==> src/rtl/piece_move_animator.sv <==
// piece_move_animator: slides one chess sprite from a source square to a
// destination square, one step per video frame (vs falling edge). Reports
// landing with a done pulse and, for captures, the captured square.
module piece_move_animator #(
  parameter int STEP_PX   = 4,
  parameter int SQ_PX     = 60,
  parameter int BOARD_MAX = 420
) (
  input  logic       vga_clk,
  input  logic       reset_n,
  input  logic       vs,
  input  logic       req_valid,
  output logic       req_ready,
  input  logic [5:0] req_src,
  input  logic [5:0] req_dst,
  input  logic       req_dst_occupied,
  output logic       anim_active,
  output logic [9:0] anim_offsetX,
  output logic [9:0] anim_offsetY,
  output logic [5:0] hide_sq,
  output logic       done,
  output logic       cap_valid,
  output logic [5:0] cap_sq
);

  typedef enum logic [1:0] {
    ST_IDLE = 2'd0,
    ST_MOVE = 2'd1,
    ST_LAND = 2'd2
  } state_e;

  localparam logic signed [10:0] STEP_S = 11'(STEP_PX);
  localparam logic [9:0]         STEP_U = 10'(STEP_PX);

  // Board-relative pixel position of a rank/file index, kept inside the board.
  function automatic logic [9:0] sq_to_px(input logic [2:0] idx);
    logic [15:0] px;
    px = 16'(idx) * 16'(SQ_PX);
    if (px > 16'(BOARD_MAX)) begin
      sq_to_px = 10'(BOARD_MAX);
    end else begin
      sq_to_px = px[9:0];
    end
  endfunction

  // One frame of motion on a single axis: full step, or snap when within reach.
  function automatic logic [9:0] step_axis(input logic [9:0] cur, input logic [9:0] tgt);
    logic signed [10:0] diff;
    logic [9:0]         nxt;
    diff = $signed({1'b0, tgt}) - $signed({1'b0, cur});
    if (diff > STEP_S) begin
      nxt = cur + STEP_U;
    end else if (diff < -STEP_S) begin
      nxt = cur - STEP_U;
    end else begin
      nxt = tgt;
    end
    return nxt;
  endfunction

  state_e     state_q, state_d;
  logic       vs_q;
  logic       req_ready_q, req_ready_d;
  logic       anim_active_q, anim_active_d;
  logic [9:0] off_x_q, off_x_d;
  logic [9:0] off_y_q, off_y_d;
  logic [5:0] hide_sq_q, hide_sq_d;
  logic       done_q, done_d;
  logic       cap_valid_q, cap_valid_d;
  logic [5:0] cap_sq_q, cap_sq_d;
  logic [5:0] dst_q, dst_d;
  logic       occ_q, occ_d;
  logic       tick_s;
  logic [9:0] tgt_x_s;
  logic [9:0] tgt_y_s;

  assign tick_s  = vs_q & ~vs;
  assign tgt_x_s = sq_to_px(dst_q[2:0]);
  assign tgt_y_s = sq_to_px(dst_q[5:3]);

  // Next-state and next-output computation for the move sequencer.
  always_comb begin
    state_d       = state_q;
    req_ready_d   = req_ready_q;
    anim_active_d = anim_active_q;
    off_x_d       = off_x_q;
    off_y_d       = off_y_q;
    hide_sq_d     = hide_sq_q;
    done_d        = 1'b0;
    cap_valid_d   = 1'b0;
    cap_sq_d      = cap_sq_q;
    dst_d         = dst_q;
    occ_d         = occ_q;
    case (state_q)
      ST_IDLE: begin
        if (req_valid && req_ready_q) begin
          dst_d         = req_dst;
          occ_d         = req_dst_occupied;
          off_x_d       = sq_to_px(req_src[2:0]);
          off_y_d       = sq_to_px(req_src[5:3]);
          hide_sq_d     = req_src;
          req_ready_d   = 1'b0;
          anim_active_d = 1'b1;
          state_d       = ST_MOVE;
        end else begin
          req_ready_d   = 1'b1;
          anim_active_d = 1'b0;
        end
      end
      ST_MOVE: begin
        if (tick_s) begin
          if ((off_x_q == tgt_x_s) && (off_y_q == tgt_y_s)) begin
            state_d     = ST_LAND;
            done_d      = 1'b1;
            cap_valid_d = occ_q;
            cap_sq_d    = dst_q;
          end else begin
            off_x_d = step_axis(off_x_q, tgt_x_s);
            off_y_d = step_axis(off_y_q, tgt_y_s);
          end
        end else begin
          state_d = ST_MOVE;
        end
      end
      ST_LAND: begin
        state_d       = ST_IDLE;
        req_ready_d   = 1'b1;
        anim_active_d = 1'b0;
      end
      default: begin
        state_d       = ST_IDLE;
        req_ready_d   = 1'b1;
        anim_active_d = 1'b0;
      end
    endcase
  end

  // State and registered outputs; reset abandons any move in flight.
  always_ff @(posedge vga_clk or negedge reset_n) begin
    if (!reset_n) begin
      state_q       <= ST_IDLE;
      vs_q          <= 1'b1;
      req_ready_q   <= 1'b1;
      anim_active_q <= 1'b0;
      off_x_q       <= 10'd0;
      off_y_q       <= 10'd0;
      hide_sq_q     <= 6'd0;
      done_q        <= 1'b0;
      cap_valid_q   <= 1'b0;
      cap_sq_q      <= 6'd0;
      dst_q         <= 6'd0;
      occ_q         <= 1'b0;
    end else begin
      state_q       <= state_d;
      vs_q          <= vs;
      req_ready_q   <= req_ready_d;
      anim_active_q <= anim_active_d;
      off_x_q       <= off_x_d;
      off_y_q       <= off_y_d;
      hide_sq_q     <= hide_sq_d;
      done_q        <= done_d;
      cap_valid_q   <= cap_valid_d;
      cap_sq_q      <= cap_sq_d;
      dst_q         <= dst_d;
      occ_q         <= occ_d;
    end
  end

  assign req_ready    = req_ready_q;
  assign anim_active  = anim_active_q;
  assign anim_offsetX = off_x_q;
  assign anim_offsetY = off_y_q;
  assign hide_sq      = hide_sq_q;
  assign done         = done_q;
  assign cap_valid    = cap_valid_q;
  assign cap_sq       = cap_sq_q;

endmodule
==> config.mk <==
export PLATFORM = sky130hd
export DESIGN_NAME = piece_move_animator
export DESIGN_NICKNAME = d
export VERILOG_FILES = /design/src/rtl/piece_move_animator.sv
export SDC_FILE = /design/constraint.sdc
export NUM_CORES = 1
export LEC_CHECK = 0
export CORE_MARGIN = 10
export CORE_UTILIZATION = 55
export DETAILED_ROUTE_END_ITERATION = 8
export PLACE_DENSITY = 0.76
export SETUP_SLACK_MARGIN = 0.1
export SYNTH_ARGS = -nofsm -noshare
export SYNTH_HDL_FRONTEND = slang
export SYNTH_SLANG_ARGS = --single-unit
==> constraint.sdc <==
create_clock -name vga_clk -period 5.3 [get_ports vga_clk]
set_input_delay 1.06 -clock vga_clk [delete_from_list [all_inputs] [get_ports vga_clk]]
set_output_delay 1.06 -clock vga_clk [all_outputs]
set_load 0.1 [all_outputs]
==> results.md, run 1 <==
* Final period util at 0.932
* CTS Buf Count at 5
* Crit Path Max Fanout at 12
* Clk root buf: clkbuf_8
* Outcome: finished clean
* Initial antenna violation count at 0
* Clk buf depth at 2
* Layout cells sized above 1 at 0.130
* Htree depth at 2
* Synth Area in Adders at 0.177
* Main combinational cell family by area after synthesis: compound AO/OA/AOI/OAI gates
* Compound-Gate Fraction of Synth Area at 0.238
* Skew final at 0.00772 ns
* Data arrival, critical path at 5.17 ns
* Final Hold Fails at 0
* Vias per inst at 6.09
* Most used cell, CP: inv_1
* Initial drt markers at 284
* Die Y at 111 microns
* Total core area at 0.00813 sq mm
* GRT Util Overall at 0.187
* Post-synthesis mux area share at 0.0370
* DRC violations left at 0
* DIE WIDTH at 111 microns
* Startpoint types: register
* Setup TNS at 0 ns
* GR Layer Usage met2 at 0.296
* RSZ-0062 raised after global routing: no
* Hold Path Class: register to register
* Grt ovf at 0
* Syn Std Cell Area at 0.00454 sq mm
* FMAX at 0.202 GHz
* Diode count at 0
* Clock latency on the worst-skew pair at 0.30 ns
* Mapped Cells at 534
* Synth Area in XOR/XNOR at 0.0521
* DR pass1 iterations at 5
* Port-buffer cells at 48
* Vias at 4,244
* Final instance area at 0.00541 sq mm
* Drt total wl at 12.1 mm
* Area delta synth->final at 19.3%
* #FFs+latches synth at 42
* Fin crit period at 4.94 ns
* Synth unique cells at 74
* YS warnings at 0
* Number of flops mapped to enable cells by yosys at 0
* Slowest stage delay, CP at 0.62 ns
* Max_cap viols at 0
* Worst slew pin tran at 0.986 ns
* Avg WL per Cell at 17.4 microns
* Met3 Usage GRT at 0.0406
* Slew Viols, Final at 0
* Placed cell area at 0.00515 sq mm
* Synth Area in Simple Gates at 0.201
* Cell family with most CP delay: compound AO/OA/AOI/OAI gates
* Post-synth ARST share at 1.00
* Clk sinks at 42
* WP buf/inv at 3
* Worst-path cell chain: inv_1 > fa_1 > inv_1 > ha_1 > nand3b_1 > a21oi_1 > or3_1 > and2_1 > a21boi_1 > ha_4 > a21oi_2 > o21ai_1 > or3_4 > a2111o_1 > o21ai_2 > buf_4 > nor3_1 > o41a_1 > o22ai_2
* Vias in the first global route at 4,159
* # rows at 33
* CP endpoint kind: register
* I/O pin total at 53
* Busiest grt layer: met2
* Starting Density at 0.558
* Final setup violation count at 0
* Crit-path slowest cell: fa_1
* Full die area at 0.0123 sq mm
* Relative slew slack at 0.341
* Critical Path RT at 5.53 ns
* # fillers at 683
* Critical path class: register to register
* Hold buffer count at CTS at 0
* CTS tree: built
* Hpwl dp at 9.39 mm
* Mean Syn Cell Area at 8.50 sq um
* GPL Wtd Cong at 0.931
* Pin count of the biggest net entering global routing at 43
* First-pass GRT wire length at 20.2 mm
* Register area share after synthesis at 0.232
* # nets final at 665
* Antenna Nets Post-Route at 0
* Synth Flop Type: dfrtp_1
* Clock slew seen by the registers of the worst setup and hold paths at 0.09 ns
* Met1 GRT Util at 0.247
## kinds of logic after synthesis
family,after synthesis
and+or+nand+nor,173
AOI/OAI and AO/OA,153
buffers and inverters,66
adders and majority gates,57
DFF,42
xor gates and xnor gates,27
muxes,15
other,1
## placed cells by master, fill, tap and decap left out, types with 6 or more instances in the layout
master | synthesis | routed
xnor2_1 | 21 | 21
nor2b_1 | 13 | 13
o21ai_0 | 19 | 18
inv_1 | 44 | 44
nor3_1 | 13 | 13
ha_1 | 45 | 41
xor2_1 | 6 | 6
a31oi_1 | 6 | 6
o211ai_1 | 6 | 6
fa_1 | 12 | 12
nand2b_1 | 18 | 18
and3_1 | 7 | 7
dfrtp_1 | 40 | 36
nand2_1 | 33 | 33
clkdlybuf4s50_1 | 0 | 47
buf_4 | 4 | 20
o22ai_1 | 8 | 8
mux2_2 | 14 | 14
nor2_1 | 36 | 35
and2_1 | 9 | 8
nand3_1 | 14 | 13
o31ai_1 | 7 | 7
a21oi_1 | 36 | 35
a21o_1 | 12 | 12
## path summary, 6_finish.rpt
| path | start | to | slack (ns) | cells after the start |
|---|---|---|---|---|
| worst max-delay path | dst_q[0]$_DFFE_PN0P_ | anim_offsetX[4]$_DFFE_PN0P_ | 0.36 | 19 |
| worst min-delay path | occ_q$_DFFE_PN0P_ | cap_valid$_DFF_PN0_ | 0.49 | 1 |
| worst max register to register | dst_q[0]$_DFFE_PN0P_ | anim_offsetX[4]$_DFFE_PN0P_ | 0.36 | 19 |
| worst min register to register | occ_q$_DFFE_PN0P_ | cap_valid$_DFF_PN0_ | 0.49 | 1 |
| max in group asynchronous | reset_n | dst_q[1]$_DFFE_PN0P_ | 3.75 | 1 |
| min in group asynchronous | reset_n | anim_offsetY[6]$_DFFE_PN0P_ | 0.89 | 1 |
## worst register-to-register path, cell delays in order, from the launching register on
cell	delay [ns]
dfrtp_2	0.44
inv_1	0.12
fa_1	0.62
inv_1	0.09
ha_1	0.28
nand3b_1	0.08
a21oi_1	0.07
or3_1	0.34
and2_1	0.21
a21boi_1	0.31
ha_4	0.29
a21oi_2	0.14
o21ai_1	0.10
or3_4	0.39
a2111o_1	0.48
o21ai_2	0.13
buf_4	0.19
nor3_1	0.06
o41a_1	0.42
o22ai_2	0.11
## cells in the mapped netlist, drive strengths merged (5+ instances only)
cell type	n	area, sq um
nor2b	13	81.3
a21oi	37	189
dfrtp	40	1000
mux2	14	158
nand3	14	70.1
o31ai	7	52.6
a221oi	6	58.8
a31oi	6	37.5
a211oi	6	60.1
fa	12	240
ha	45	563
xor2	6	52.6
or3	5	36.3
nand2	33	124
xnor2	21	184
a21o	12	90.1
nand4	5	31.3
and2	9	56.3
clkbuf	13	48.8
nand2b	18	113
nor2	37	141
buf	9	67.6
inv	44	165
o21ai	23	119
nor3	13	65.1
o211ai	6	45.0
o22ai	9	62.6
and3	7	43.8
## sequential cells by signal, indices dropped and copies added, names as in the netlist
name          cells
anim_offsetX      8
anim_offsetY      8
cap_sq            6
dst_q             6
hide_sq           6
state_q           2
anim_active       1
cap_valid         1
done              1
occ_q             1
req_ready         1
vs_q              1
## per-layer routing
metal | share of wire | vias to the layer above | wire length (microns)
met4 | 0.017 | 0 | 204
met2 | 0.45 | 157 | 5510
met1 | 0.46 | 2034 | 5610
met3 | 0.067 | 21 | 807
met5 | 0 | - | 0
li1 | - | 2032 | -
## per-stage QoR
step / util / hold slack (ns) / setup slack (ns) / std cells
floorplan: - / 0.449 / 0.631 / 537
global placement: 0.633 / 0.459 / 0.357 / 683
detailed placement: 0.633 / 0.477 / 0.198 / 683
CTS: 0.650 / 0.500 / 0.174 / 691
global route: 0.666 / 0.534 / 0.0877 / 697
finish: 0.666 / 0.492 / 0.360 / 697
## layout make-up
class,instances,area [sq um],area share
timing repair buffer,69,637,0.118
multi-input combinational,429,3280,0.607
sequential,42,1060,0.196
clock inverter,3,68.8,0.0127
inverter,44,165,0.0305
clock buffer,5,68.8,0.0127
tap,105,131,0.0243
## repair_timing
action,CTS,global route
endpoints found under the setup margin,0,31
buffers inserted,0,5
resized for setup,0,22
Power of run 1 is not shown: default switching activity piles up to over one toggle a cycle in this logic, so the estimate is an artifact.
==> run 2: changes to the inputs <==
CAP_MARGIN = 20   (was default)
REMOVE_ABC_BUFFERS = 1   (was default)
==> run 2 against run 1 <==
Critical path depth stayed put. Sequential share of layout area grew 0.21 points. Highest routed layer unchanged. Via count fell by 1.1%. Cell count decreased by 0.57%. Wire length decreased by 1.5%. Design area down 1.5%. Sequential cell count is the same. Critical path type unchanged. Utilization fell by 1.0 points. Largest cell class unchanged. Die area stayed put. Maximum frequency rose by 1.1%. Clock-buffer cell count up 1. Hold slack lost 0.0057 ns. Critical endpoint unchanged.
==> results.md, run 2 (synthesis results as in run 1) <==
* Hold buffer count at CTS at 0
* Data arrival, critical path at 5.11 ns
* Htree depth at 2
* Clock latency on the worst-skew pair at 0.29 ns
* Slew Viols, Final at 0
* Critical Path RT at 5.53 ns
* Starting Density at 0.558
* RSZ-0062 raised after global routing: no
* Clk buf depth at 2
* Antenna Nets Post-Route at 0
* Diode count at 0
* Port-buffer cells at 48
* GRT Util Overall at 0.188
* Fin crit period at 4.89 ns
* Slowest stage delay, CP at 0.59 ns
* Final period util at 0.922
* CTS Buf Count at 5
* Worst slew pin tran at 0.998 ns
* Avg WL per Cell at 17.2 microns
* Worst r2r dst: anim_offsetX[4]$_DFFE_PN0P_
* Worst-path cell chain: inv_1 > fa_1 > inv_1 > fa_1 > nor2b_1 > o21ai_0 > nand2b_1 > o2111ai_2 > and2_4 > ha_1 > a221oi_4 > a22o_2 > a211oi_2 > a2111o_1 > o21ai_2 > buf_4 > nor3_1 > o41a_1 > o22ai_2
* Relative slew slack at 0.332
* WP buf/inv at 3
* Crit-path slowest cell: fa_1
* Total core area at 0.00813 sq mm
* Full die area at 0.0123 sq mm
* Register area at 0.00105 sq mm
* Final setup violation count at 0
* Hold Path Class: register to register
* Max_cap viols at 0
* Die Y at 111 microns
* Initial antenna violation count at 0
* HP Start: anim_active$_DFFE_PN0N_
* WHS at 0.486 ns
* Cell family with most CP delay: compound AO/OA/AOI/OAI gates
* Placed Instances at 682
* Setup TNS at 0 ns
* Drt total wl at 11.9 mm
* GPL Wtd Cong at 0.949
* Clock slew seen by the registers of the worst setup and hold paths at 0.09 ns
* Final Instance Count excl. Fillers at 693
* Grt ovf at 0
* # nets final at 661
* Layout cells sized above 1 at 0.119
* CP endpoint kind: register
* Vias per inst at 6.05
* I/O pin total at 53
* Outcome: finished clean
* # rows at 33
* DR pass1 iterations at 4
* Worst R2R Setup Slack at 0.41 ns
* Most common cell after layout, fill and taps aside: clkdlybuf4s50_1
* Vias at 4,196
* Startpoint types: register
* Area delta synth->final at 17.5%
* R2R Path Start: dst_q[1]$_DFFE_PN0P_
* First-pass GRT wire length at 20.1 mm
* Critical path depth at 19
* Commonest cells after routing, fill and taps aside: clkdlybuf4s50_1, inv_1, ha_1
* Endpoint, Worst Hold: anim_active$_DFFE_PN0N_
* # fillers at 698
* Clk root buf: clkbuf_8
* DIE WIDTH at 111 microns
* DRC violations left at 0
* CTS tree: built
* Crit Path Max Fanout at 12
* Pin count of the biggest net entering global routing at 43
* FMAX at 0.205 GHz
* Area of the multi-input gates at 0.00328 sq mm
* Hold Crit Depth at 1
* Reg2reg path depth at 19
* Critical path class: register to register
* Skew final at 0.00680 ns
* Final Hold Fails at 0
* Hpwl dp at 9.46 mm
* Vias in the first global route at 4,127
* Initial drt markers at 190
* Clk sinks at 42
## run 2: final cells by class
cell class / instances / area share
Multi-Input combinational cell: 429 / 0.615
Sequential cell: 42 / 0.198
Inverter: 44 / 0.0310
Clock buffer: 6 / 0.0155
Tap cell: 105 / 0.0246
Timing Repair Buffer: 65 / 0.113
Clock inverter: 2 / 0.00305
## run 2: metrics by stage
| stage | utilization | setup slack [ns] | cell area [sq um] |
|---|---|---|---|
| after detailed placement | 0.632 | 0.296 | 5140 |
| final | 0.655 | 0.411 | 5330 |
| after global placement | 0.632 | 0.388 | 5140 |
| after global routing | 0.655 | 0.0897 | 5330 |
| after CTS | 0.645 | 0.276 | 5240 |
| after floorplan | - | 0.120 | 4430 |
## run 2: worst max-delay path by stage
stage / startpoint / end
3_3_place_gp: dst_q[1]$_DFFE_PN0P_ / anim_offsetX[4]$_DFFE_PN0P_
6_report: dst_q[1]$_DFFE_PN0P_ / anim_offsetX[4]$_DFFE_PN0P_
4_1_cts: dst_q[1]$_DFFE_PN0P_ / anim_offsetX[4]$_DFFE_PN0P_
3_5_place_dp: dst_q[1]$_DFFE_PN0P_ / anim_offsetX[4]$_DFFE_PN0P_
2_1_floorplan: dst_q[0]$_DFFE_PN0P_ / anim_offsetY[9]$_DFFE_PN0P_
5_1_grt: dst_q[1]$_DFFE_PN0P_ / anim_offsetX[4]$_DFFE_PN0P_
## run 2: layer usage
layer	wire length, microns	vias up	GRT usage
met5	0	-	0
met4	128	0	0.0451
met3	721	10	0.0379
met2	5480	128	0.297
met1	5620	2032	0.255
li1	-	2026	-
## run 2: repair_timing
action | 4_1_cts | 5_1_grt
resized for setup | 0 | 17
buffers inserted | 0 | 3
endpoints found under the setup margin | 0 | 31
## run 2: worst reg2reg max path, stage by stage, from the launching register on
cell and delay (ns):
dfrtp_1 0.42, inv_1 0.13, fa_1 0.59, inv_1 0.10, fa_1 0.43, nor2b_1 0.14, o21ai_0 0.13, nand2b_1 0.15
o2111ai_2 0.15, and2_4 0.22, ha_1 0.28, a221oi_4 0.38, a22o_2 0.23, a211oi_2 0.09, a2111o_1 0.46, o21ai_2 0.13
buf_4 0.19, nor3_1 0.06, o41a_1 0.42, o22ai_2 0.11
Power of run 2 is left out for the same reason.
